==> config.mk <==
export PLATFORM = sky130hd
export DESIGN_NAME = switch_conditioner
export DESIGN_NICKNAME = d
export VERILOG_FILES = /design/src/rtl/switch_conditioner.sv
export SDC_FILE = /design/constraint.sdc
export NUM_CORES = 1
export LEC_CHECK = 0
export BUFFER_PORTS_ARGS = -buffer_cell sky130_fd_sc_hd__buf_2
export CAP_MARGIN = 20
export CORE_ASPECT_RATIO = 0.75
export CORE_MARGIN = 2
export CORE_UTILIZATION = 49
export DETAILED_ROUTE_END_ITERATION = 16
export PLACE_DENSITY_LB_ADDON = 0.12
export SYNTH_ARGS = -nofsm -noshare
export SYNTH_HDL_FRONTEND = slang
export SYNTH_SLANG_ARGS = --single-unit
==> constraint.sdc <==
create_clock -name clk -period 2.7 [get_ports clk]
set_input_delay 0.54 -clock clk [delete_from_list [all_inputs] [get_ports clk]]
set_output_delay 0.54 -clock clk [all_outputs]
set_load 0.01 [all_outputs]
==> src/rtl/switch_conditioner.sv <==
// rtl/switch_conditioner.sv - slide switch synchronizer, debouncer and edge/toggle generator
module switch_conditioner #(
   parameter int NUM_SW          = 4,
   parameter int CNT_WIDTH       = 20,
   parameter int DEBOUNCE_CYCLES = 1000000
) (
   input  logic              clk,
   input  logic              rst,
   input  logic [NUM_SW-1:0] sw_raw,
   output logic [NUM_SW-1:0] sw_level,
   output logic [NUM_SW-1:0] sw_rise,
   output logic [NUM_SW-1:0] sw_fall,
   output logic [NUM_SW-1:0] sw_toggle,
   output logic              any_change
);

   // Last count value before a change is accepted; the counter never exceeds it.
   localparam logic [CNT_WIDTH-1:0] TERM_CNT = CNT_WIDTH'(DEBOUNCE_CYCLES - 1);

   logic [NUM_SW-1:0]    sync1;
   logic [NUM_SW-1:0]    sync2;
   logic [CNT_WIDTH-1:0] cnt [NUM_SW];

   // Two-flop synchronizer; only sync2 is used by the debounce logic.
   always_ff @(posedge clk) begin
      if (rst) begin
         sync1 <= '0;
         sync2 <= '0;
      end else begin
         sync1 <= sw_raw;
         sync2 <= sync1;
      end
   end

   // Per-channel debounce: a change is accepted only after DEBOUNCE_CYCLES
   // consecutive mismatching samples; any matching sample restarts the count.
   always_ff @(posedge clk) begin
      if (rst) begin
         sw_level  <= '0;
         sw_rise   <= '0;
         sw_fall   <= '0;
         sw_toggle <= '0;
         for (int i = 0; i < NUM_SW; i++) begin
            cnt[i] <= '0;
         end
      end else begin
         sw_rise <= '0;
         sw_fall <= '0;
         for (int i = 0; i < NUM_SW; i++) begin
            if (sync2[i] == sw_level[i]) begin
               cnt[i] <= '0;
            end else if (cnt[i] == TERM_CNT) begin
               cnt[i]      <= '0;
               sw_level[i] <= sync2[i];
               if (sync2[i]) begin
                  sw_rise[i]   <= 1'b1;
                  sw_toggle[i] <= ~sw_toggle[i];
               end else begin
                  sw_fall[i] <= 1'b1;
               end
            end else begin
               cnt[i] <= cnt[i] + CNT_WIDTH'(1);
            end
         end
      end
   end

   // Combinational summary of this cycle's registered pulses.
   always_comb begin
      any_change = |(sw_rise | sw_fall);
   end

endmodule
==> impl_results.md, run 1 <==
* Result of the run: complete, no violations
* Worst Setup End Kind: flop
* First-pass GRT wire length at 17400 um
* Leakage power figure at 2.14 nW
* Hold path endpoint: sync1[0]$_SDFF_PP0_
* Endpoint of the worst-slack reg-to-reg timing path: cnt[1][18]$_SDFFCE_PN0P_
* Starting Density at 51.0%
* Max-slew violation count at 0
* Buffers added on ports at 22
* Launching point of the worst reg2reg path: cnt[1][13]$_SDFFCE_PN0P_
* Net total in the final layout at 631
* Register cell area after layout at 2880 um^2
* Path category of the worst min-delay check: primary input to flop
* Number of nets still failing antenna checks after routing at 0
* Launching element type of the critical path: flop
* Count of filler cells inserted in the layout at 916
* Final design instance area without fill at 6180 um^2
* Register-to-register path setup slack at 0.34 ns
* Chip height at 94.3 um
* Required time of the critical path at 2.78 ns
* Ranking of synthesized cells by area: edfxtp_1 (45%), dfxtp_1 (9.0%), xnor2_1 (5.6%), nor2_1 (4.7%), nand3_1 (2.8%)
* Critical path start-end classification: flop to flop
* Cell area power density at 522 nW/um^2
* DR iter-0 viols at 227
* Worst hold path depth at 2
* Average instance area after synthesis at 10.4 um^2
* I/O pins at 23
* Place WS at 0.351 ns
* Post-Route WL at 10100 um
* CTS tree: built
* Maximum resistive drop on vdd at 0.324 mV
* Post-place instance area at 5900 um^2
* Switching pwr at 688 uW
* Total area of multi-input combinational cells at 2590 um^2
* Smallest setup slack after layout at 0.336 ns
* Switching part of the total power at 21.3%
* Part of the power in the clock network at 38.8%
* Instance count of the mapped netlist at 513
* Post-route DRC at 0
* Most frequently used cell type in the post-synthesis netlist: edfxtp_1
* Number of vias in the routed layout at 4003
* Antenna Cells at 0
* Pin count of the biggest net entering global routing at 23
* Clk root buf: clkbuf_16
* Area of the core at 10500 um^2
* Die Width at 124 um
* Max Freq at 0.423 GHz
* Portion of the post-synthesis area used by sequential elements at 54.1%
* Library cell occupying the most area in the post-synthesis netlist: edfxtp_1
* Worst-path clk slew at 0.06 ns
* Vias per cell at 5.28
* Number of cells after detailed placement at 742
* Floorplan die area at 11700 um^2
* Distinct cell type count after synthesis at 43
* Synthesized cell area at 5330 um^2
* Top-area cell type share of the netlist area at 45.1%
* Clock latency at the later pin of the worst-skew pair at 0.34 ns
* Hold buffer count at CTS at 0
* Max Cap Viol at 0
* Half-perimeter wire length of the detailed placement result at 7180 um
* Routed wire length per instance at 13.3 um
* Share of cells above drive strength 1 at 8.52%
* Initial antenna violation count at 0
* Number of storage elements in the synthesis netlist at 104
* Setup violations, final at 0
* Share of the clock period used by the worst path at 87.6%
* Number of buffers inserted during clock tree synthesis at 9
* Fin Setup TNS at 0 ns
* Crit Path Max Fanout at 20
* Clock skew at 0.00725 ns
* Transition time of the tightest slew-check pin at 0.589 ns
* Maximum clock path buffer count at 2
* Start point of the worst hold path: sw_raw[0]
* Weighted congestion reported at the end of routability-driven placement at 0.784
* Cell-internal power at 2.54 mW
* Total congestion overflow at 0
* Number of global-route vias before repair at 3823
* Overall power of the completed layout at 3.22 mW
* Htree depth at 3
* Final Critical Period at 2.36 ns
* Total clock sinks at 104
* RSZ-0062 raised after global routing: no
* Core Util, Final at 59.1%
* Most common library cells after synthesis: edfxtp_1 (80), nor2_1 (66), xnor2_1 (34), nand3_1 (30)
* Layout overhead on the synthesized area at 16.0%
* Number of enable-type register cells in the synthesized netlist at 80
* Share of power burned in combinational logic at 4.0%
* Total routing usage reported by global routing at 18.3%
* Primary flip-flop cell chosen by synthesis mapping: edfxtp_1
* Share of async-settable or async-resettable flops after synthesis at 0%
* Final hold slack at 0.414 ns
* Yosys synthesis warning count at 0
* Setup Buffers After CTS at 0
* Fraction of power consumed by sequential logic at 57.1%
* Slew HR at 60.4%
* Hold violation total from the final report at 0
* Quantity of gates resized following cts at 0
* Worst endpoint data arrival time at 2.45 ns
* DR pass1 iterations at 4
* Number of cells in the finished layout apart from fillers at 758
* Total number of placement rows at 32
* Number of cells on the worst reg-to-reg path at 5
-- sequential cells by signal (all words and copies together) (netlist names) --
register   count
sync2          4
sync1          4
sw_rise        4
cnt           80
sw_fall        4
sw_toggle      4
sw_level       4
-- power groups by stage --
stage	Clock (mW)	Combinational (mW)	Sequential, mW
6_report	1.25	0.130	1.84
5_1_grt	1.34	0.151	1.85
4_1_cts	1.28	0.127	1.84
3_5_place_dp	0	0.126	1.88
3_3_place_gp	0	0.123	1.87
2_1_floorplan	0	0.103	1.86
-- placed cells by master (no fill, tap or decap), types with 2 or more instances in the layout --
cell and instances:
inv_1 24, clkbuf_8 3, a21oi_1 26, or2_2 2
or4b_1 2, o21ai_1 2, nor4_1 14, nand3_1 30
buf_2 22, nor2b_1 10, conb_1 80, and4_1 7
o21ba_2 2, mux2_2 2, nand2_1 26, ha_1 8
xnor2_1 34, edfxtp_1 80, nand4_1 16, and3_1 6
o31ai_1 15, or4_1 17, xor2_1 14, or3_1 16
o21ai_0 12, buf_4 8, nor3_1 11, nor2_1 66
or3_2 2, clkbuf_16 9, dfxtp_1 24, clkbuf_1 4
nor4b_1 11, o31a_1 2, and2_1 4
-- worst max-delay path by stage --
stage / start / to
global placement: cnt[1][13]$_SDFFCE_PN0P_ / cnt[1][8]$_SDFFCE_PN0P_
detailed placement: cnt[1][13]$_SDFFCE_PN0P_ / cnt[1][18]$_SDFFCE_PN0P_
CTS: cnt[1][13]$_SDFFCE_PN0P_ / cnt[1][18]$_SDFFCE_PN0P_
global route: cnt[1][13]$_SDFFCE_PN0P_ / cnt[1][18]$_SDFFCE_PN0P_
finish: cnt[1][13]$_SDFFCE_PN0P_ / cnt[1][18]$_SDFFCE_PN0P_
floorplan: cnt[1][13]$_SDFFCE_PN0P_ / cnt[1][2]$_SDFFCE_PN0P_
-- layer usage --
metal | wire length, um | vias to the layer above | share of wire, % | global-route usage (%)
met5 | 0 | - | 0 | 0
met4 | 109 | 0 | 1.1 | 5.06
met3 | 267 | 11 | 2.6 | 4.33
met2 | 4500 | 61 | 45 | 29.4
met1 | 5210 | 1901 | 52 | 25.1
li1 | - | 2030 | - | -
-- cell families after synthesis --
family / count (synthesis) / share of synthesized area (%)
AND/OR/NAND/NOR: 246 / 25.3
flip-flops: 104 / 54.1
AO/OA/AOI/OAI: 64 / 7.37
XOR/XNOR: 48 / 7.89
buffers and inverters: 40 / 2.91
adder cells (fa/ha/maj): 8 / 1.88
multiplexers: 2 / 0.423
other: 1 / 0.0704
-- cell type report --
type | instances | share of cell area (%)
timing repair buffer | 30 | 2.75
inverter | 24 | 1.46
multi-input combinational | 448 | 41.8
tap | 136 | 2.75
clock buffer | 16 | 4.55
sequential | 104 | 46.6
-- worst max-delay path, cell delays in order, from the launching register on --
cell	delay, ns
edfxtp_1	0.45
or4_1	0.51
or4_1	0.63
o21ai_1	0.17
buf_4	0.26
a21oi_1	0.08
Power figures use the tool's default switching activity.
==> inputs of run 2 (changes only) <==
--- a/config.mk
+++ b/config.mk
@@ -11,6 +11,8 @@
 export CORE_MARGIN = 2
 export CORE_UTILIZATION = 49
 export DETAILED_ROUTE_END_ITERATION = 16
+export HOLD_SLACK_MARGIN = 0.06
+export MAX_ROUTING_LAYER = met4
 export PLACE_DENSITY_LB_ADDON = 0.12
 export SYNTH_ARGS = -nofsm -noshare
 export SYNTH_HDL_FRONTEND = slang
==> impl_results.md, run 2 (same netlist as run 1, synthesis figures left out) <==
* Post-place instance area at 5900 um^2 (unchanged)
* Half-perimeter wire length of the detailed placement result at 7180 um (unchanged)
* Area of the core at 10500 um^2 (unchanged)
* Critical path, cell by cell: or4_1 -> or4_1 -> o21ai_1 -> buf_4 -> nor2_1 (was or4_1 -> or4_1 -> o21ai_1 -> buf_4 -> a21oi_1)
* DR iter-0 viols at 245 (was 227)
* Overall power of the completed layout at 3.22 mW (about the same)
* Leakage power figure at 2.14 nW (unchanged)
* Number of buffers inserted during clock tree synthesis at 9 (unchanged)
* Most frequent cells in the layout: edfxtp_1 (80), conb_1 (80), nor2_1 (66), xnor2_1 (34), nand3_1 (30) (unchanged)
* Crit path buffers/inverters at 1 (unchanged)
* Routed wire length per instance at 13.2 um (was 13.3 um)
* Largest Register: cnt (unchanged)
* Launching element type of the critical path: flop (unchanged)
* Final Critical Period at 2.37 ns (was 2.36 ns)
* Worst Setup End Kind: flop (unchanged)
* Share of cells above drive strength 1 at 8.52% (unchanged)
* Weighted congestion reported at the end of routability-driven placement at 0.795 (was 0.784)
* Clk root buf: clkbuf_16 (unchanged)
* Count of filler cells inserted in the layout at 916 (unchanged)
* Buffers added on ports at 22 (unchanged)
* Setup violations, final at 0 (unchanged)
* Number of nets still failing antenna checks after routing at 0 (unchanged)
* Htree depth at 3 (unchanged)
* Required time of the critical path at 2.79 ns (was 2.78 ns)
* Max Freq at 0.423 GHz (about the same)
* Net total in the final layout at 631 (unchanged)
* RSZ-0062 raised after global routing: no (unchanged)
* Antenna Cells at 0 (unchanged)
* First-pass GRT wire length at 17400 um (about the same)
* Share of the clock period used by the worst path at 87.6% (about the same)
* Cell with the most instances on the worst path: or4_1 (unchanged)
* Hold violation total from the final report at 0 (unchanged)
* Family with the most delay on the worst path: simple AND/OR/NAND/NOR gates (unchanged)
* Post-route DRC at 0 (unchanged)
* I/O pins at 23 (unchanged)
* Number of global-route vias before repair at 3829 (was 3823)
* Clock skew at 0.00709 ns (was 0.00725 ns)
* Worst endpoint data arrival time at 2.45 ns (about the same)
* Quantity of gates resized following cts at 0 (unchanged)
* Layout overhead on the synthesized area at 16.0% (unchanged)
* Slowest stage cell, crit path: or4_1 (unchanged)
* Slew HR at 60.2% (was 60.4%)
* Die Width at 124 um (unchanged)
* Worst-path clk slew at 0.06 ns (about the same)
* Floorplan die area at 11700 um^2 (unchanged)
* DR pass1 iterations at 4 (unchanged)
* Largest stage delay, worst path at 0.63 ns (about the same)
* Fin Setup TNS at 0 ns (unchanged)
* Final design instance area without fill at 6180 um^2 (unchanged)
* Total area of multi-input combinational cells at 2590 um^2 (unchanged)
* Number of cells after detailed placement at 742 (unchanged)
* Setup Buffers After CTS at 0 (unchanged)
* Critical path start-end classification: flop to flop (unchanged)
* Clock latency at the later pin of the worst-skew pair at 0.34 ns (about the same)
* Path category of the worst min-delay check: primary input to flop (unchanged)
* Register cell area after layout at 2880 um^2 (unchanged)
* Hold buffer count at CTS at 0 (unchanged)
* Total number of placement rows at 32 (unchanged)
* Maximum clock path buffer count at 2 (unchanged)
* Transition time of the tightest slew-check pin at 0.591 ns (was 0.589 ns)
* Total clock sinks at 104 (unchanged)
* Maximum resistive drop on vdd at 0.324 mV (about the same)
* Result of the run: complete, no violations (unchanged)
* Max-slew violation count at 0 (unchanged)
* Cell area power density at 521 nW/um^2 (was 522 nW/um^2)
* Total congestion overflow at 0 (unchanged)
* Chip height at 94.3 um (unchanged)
* Number of vias in the routed layout at 3979 (was 4003)
* Max Cap Viol at 0 (unchanged)
* Number of cells in the finished layout apart from fillers at 758 (unchanged)
* CTS tree: built (unchanged)
* Starting Density at 51.0% (unchanged)
* Vias per cell at 5.25 (was 5.28)
* Pin count of the biggest net entering global routing at 23 (unchanged)
* Post-Route WL at 10000 um (was 10100 um)
* Total routing usage reported by global routing at 18.8% (was 18.3%)
* Initial antenna violation count at 0 (unchanged)
* Max FFs per register at 80 (unchanged)
* Crit Path Max Fanout at 20 (unchanged)
==> run 2: report_power, final <==
| part | switching, mW | total [mW] | leakage [nW] | internal, mW |
|---|---|---|---|---|
| clock | 0.548 | 1.25 | 0.137 | 0.704 |
| combinational | 0.0767 | 0.130 | 0.980 | 0.0532 |
| sequential | 0.0626 | 1.84 | 1.02 | 1.78 |
| total | 0.687 | 3.22 | 2.14 | 2.54 |
==> run 2: final cells by class <==
| type | instances | share of cell area, % |
|---|---|---|
| flip-flops and latches | 104 | 46.6 |
| multi-input cells | 448 | 41.8 |
| clock buffers | 16 | 4.55 |
| repair buffers | 30 | 2.75 |
| well taps | 136 | 2.75 |
| inverters | 24 | 1.46 |
==> run 2: final timing paths <==
path | start | end | slack, ns | cells after the start
worst max-delay path | cnt[1][13]$_SDFFCE_PN0P_ | cnt[1][7]$_SDFFCE_PN0P_ | 0.33 | 5
worst min register to register | sync1[3]$_SDFF_PP0_ | sync2[3]$_SDFF_PP0_ | 0.44 | 1
worst max register to register | cnt[1][13]$_SDFFCE_PN0P_ | cnt[1][7]$_SDFFCE_PN0P_ | 0.33 | 5
worst min-delay path | sw_raw[0] | sync1[0]$_SDFF_PP0_ | 0.42 | 2
==> run 2: stage by stage <==
| step | utilization (%) | hold slack, ns | worst slack (ns) |
|---|---|---|---|
| finish | 59.1 | 0.416 | 0.334 |
| global route | 59.1 | 0.411 | 0.186 |
| CTS | 59.1 | 0.408 | 0.341 |
| detailed placement | 56.5 | 0.422 | 0.351 |
| global placement | 56.5 | 0.421 | 0.388 |
| floorplan | - | 0.414 | 0.493 |
==> run 2: metal layers <==
layer / GRT usage [%] / share of wire (%) / up-vias
li1: - / - / 2029
met1: 25.1 / 51 / 1889
met2: 29.4 / 45 / 54
met3: 4.16 / 2.8 / 7
met4: 5.34 / 0.88 / 0
met5: - / 0 / -
==> inputs of run 3 (changes only) <==
--- a/config.mk
+++ b/config.mk
@@ -10,10 +10,12 @@
 export CORE_ASPECT_RATIO = 0.75
 export CORE_MARGIN = 2
 export CORE_UTILIZATION = 49
+export CTS_BUF_LIST = sky130_fd_sc_hd__clkbuf_2
 export DETAILED_ROUTE_END_ITERATION = 16
 export HOLD_SLACK_MARGIN = 0.06
 export MAX_ROUTING_LAYER = met4
 export PLACE_DENSITY_LB_ADDON = 0.12
+export REMOVE_ABC_BUFFERS = 1
 export SYNTH_ARGS = -nofsm -noshare
 export SYNTH_HDL_FRONTEND = slang
 export SYNTH_SLANG_ARGS = --single-unit
==> impl_results.md, run 3 (same netlist as run 1, synthesis figures left out) <==
* Setup Buffers After CTS at 0 (unchanged)
* Number of cells in the finished layout apart from fillers at 756 (was 758)
* Hold path endpoint: sync1[2]$_SDFF_PP0_ (was sync1[0]$_SDFF_PP0_)
* Antenna Cells at 0 (unchanged)
* Initial antenna violation count at 0 (unchanged)
* Maximum clock path buffer count at 2 (unchanged)
* Setup violations, final at 0 (unchanged)
* Register-to-register path setup slack at 0.28 ns (was 0.33 ns)
* Path category of the worst min-delay check: primary input to flop (unchanged)
* Count of filler cells inserted in the layout at 919 (was 916)
* Share of the clock period used by the worst path at 89.7% (was 87.6%)
* Clock skew at 0.0352 ns (was 0.00709 ns)
* Launching element type of the critical path: flop (unchanged)
* Hold violation total from the final report at 0 (unchanged)
* Post-route DRC at 0 (unchanged)
* Final Critical Period at 2.42 ns (was 2.37 ns)
* I/O pins at 23 (unchanged)
* Area of the core at 10500 um^2 (unchanged)
* Net total in the final layout at 629 (was 631)
* Buffers added on ports at 22 (unchanged)
* Transition time of the tightest slew-check pin at 0.662 ns (was 0.591 ns)
* Number of vias in the routed layout at 3953 (was 3979)
* Endpoint of the worst-slack reg-to-reg timing path: cnt[1][3]$_SDFFCE_PN0P_ (was cnt[1][7]$_SDFFCE_PN0P_)
* Clock latency at the later pin of the worst-skew pair at 0.57 ns (was 0.34 ns)
* Starting Density at 51.0% (unchanged)
* Hold buffer count at CTS at 0 (unchanged)
* Vias per cell at 5.23 (was 5.25)
* RSZ-0062 raised after global routing: no (unchanged)
* Smallest setup slack after layout at 0.277 ns (was 0.334 ns)
* Worst-path clk slew at 0.27 ns (was 0.06 ns)
* Layout overhead on the synthesized area at 12.4% (was 16.0%)
* Die Width at 124 um (unchanged)
* Worst Setup End Kind: flop (unchanged)
* Leakage power figure at 2.06 nW (was 2.14 nW)
* Pin count of the biggest net entering global routing at 23 (unchanged)
* Critical path start-end classification: flop to flop (unchanged)
* Cell with the most instances on the worst path: or4_1 (unchanged)
* DR pass1 iterations at 6 (was 4)
* Largest Register: cnt (unchanged)
* Clk root buf: clkbuf_2 (was clkbuf_16)
* Share of cells above drive strength 1 at 8.55% (was 8.52%)
* Total routing usage reported by global routing at 18.4% (was 18.8%)
* Half-perimeter wire length of the detailed placement result at 7240 um (was 7180 um)
* Start point of the worst hold path: sw_raw[2] (was sw_raw[0])
* Crit Path Max Fanout at 20 (unchanged)
* Max Cap Viol at 0 (unchanged)
* Required time of the critical path at 3.03 ns (was 2.79 ns)
* Slowest stage cell, crit path: or4_1 (unchanged)
* Critical path, cell by cell: or4_1 -> or4_1 -> o21ai_1 -> buf_4 -> nor2_1 (unchanged)
* Htree depth at 3 (unchanged)
* Cell area power density at 447 nW/um^2 (was 521 nW/um^2)
* DR iter-0 viols at 317 (was 245)
* Number of cells after detailed placement at 740 (was 742)
* Maximum resistive drop on vdd at 0.349 mV (was 0.324 mV)
* Place WS at 0.348 ns (was 0.351 ns)
* Total number of placement rows at 32 (unchanged)
* Number of nets still failing antenna checks after routing at 0 (unchanged)
* Number of buffers inserted during clock tree synthesis at 9 (unchanged)
* Quantity of gates resized following cts at 0 (unchanged)
* Max FFs per register at 80 (unchanged)
* Largest stage delay, worst path at 0.65 ns (was 0.63 ns)
* Max Freq at 0.413 GHz (was 0.423 GHz)
* Result of the run: complete, no violations (unchanged)
* Launching point of the worst reg2reg path: cnt[1][15]$_SDFFCE_PN0P_ (was cnt[1][13]$_SDFFCE_PN0P_)
* First-pass GRT wire length at 16900 um (was 17400 um)
* Chip height at 94.3 um (unchanged)
* Number of cells on the worst reg-to-reg path at 5 (unchanged)
* Weighted congestion reported at the end of routability-driven placement at 0.805 (was 0.795)
* Post-Route WL at 10100 um (was 10000 um)
* Floorplan die area at 11700 um^2 (unchanged)
* Slew HR at 55.4% (was 60.2%)
* Most frequent cells in the layout: edfxtp_1 (80), conb_1 (80), nor2_1 (66), xnor2_1 (34), nand3_1 (30) (unchanged)
* Worst endpoint data arrival time at 2.75 ns (was 2.45 ns)
* Number of global-route vias before repair at 3659 (was 3829)
* Worst hold path depth at 2 (unchanged)
* Total congestion overflow at 0 (unchanged)
* CTS tree: built (unchanged)
* Max-slew violation count at 0 (unchanged)
* Routed wire length per instance at 13.3 um (was 13.2 um)
* Total clock sinks at 104 (unchanged)
-- run 3: changes by cell type in the layout (fill, tap and decap cells not counted) --
| cell | change |
|---|---|
| clkbuf_2 | +11 |
| clkbuf_16 | -9 |
| clkbuf_1 | -4 |
| clkbuf_8 | -3 |
| buf_4 | -2 |
| clkinv_1 | +2 |
| clkinv_2 | +2 |
| bufinv_16 | +1 |
-- run 3: layout make-up --
class                           count  area (um^2)  share of cell area, %
Clock inverter                      5         47.5                  0.794
Multi-Input combinational cell    448         2590                   43.2
Clock buffer                       11         55.1                  0.920
Timing Repair Buffer               28          155                   2.59
Sequential cell                   104         2880                   48.2
Tap cell                          136          170                   2.84
Inverter                           24         90.1                   1.50
-- run 3: critical path, delay by kind of cell (launching register included) --
family	cells	cell delay, ns
buf+inv	1	0.27
flops	1	0.49
compound gates	1	0.18
simple gates	3	1.24
-- run 3: worst max-delay path by stage --
stage | slack [ns] | start | depth (start not counted) | to
6_report | 0.28 | cnt[1][15]$_SDFFCE_PN0P_ | 5 | cnt[1][3]$_SDFFCE_PN0P_
4_1_cts | 0.31 | sw_fall[0]$_SDFF_PP0_ | 3 | any_change
2_1_floorplan | -0.32 | cnt[1][13]$_SDFFCE_PN0P_ | 4 | cnt[1][10]$_SDFFCE_PN0P_
3_3_place_gp | 0.40 | cnt[1][13]$_SDFFCE_PN0P_ | 5 | cnt[1][2]$_SDFFCE_PN0P_
3_5_place_dp | 0.35 | cnt[1][13]$_SDFFCE_PN0P_ | 5 | cnt[1][6]$_SDFFCE_PN0P_
5_1_grt | 0.18 | cnt[1][15]$_SDFFCE_PN0P_ | 5 | cnt[1][3]$_SDFFCE_PN0P_
-- run 3: routing by layer --
layer | GRT usage [%] | vias to the layer above | part of all wire [%]
li1 | - | 2020 | -
met1 | 24.6 | 1857 | 49
met2 | 28.9 | 64 | 45
met3 | 4.04 | 12 | 4.4
met4 | 4.78 | 0 | 1.2
met5 | - | - | 0
-- run 3: through the flow --
| stage | TNS, ns | util, % | total power [mW] | hold slack, ns | instance area [um^2] |
|---|---|---|---|---|---|
| after floorplan | -8.45 | - | 1.95 | 0.414 | 5560 |
| after global placement | 0 | 56.3 | 1.99 | 0.421 | 5880 |
| after detailed placement | 0 | 56.3 | 2.00 | 0.422 | 5880 |
| after CTS | 0 | 57.3 | 2.70 | 0.128 | 5990 |
| after global routing | 0 | 57.3 | 2.79 | 0.116 | 5990 |
| final | 0 | 57.3 | 2.68 | 0.162 | 5990 |
-- run 3: report_power, final --
| group | switching (mW) | internal (mW) | leakage, nW |
|---|---|---|---|
| combinational | 0.0762 | 0.0522 | 0.971 |
| clock | 0.494 | 0.213 | 0.0708 |
| sequential | 0.0628 | 1.78 | 1.02 |
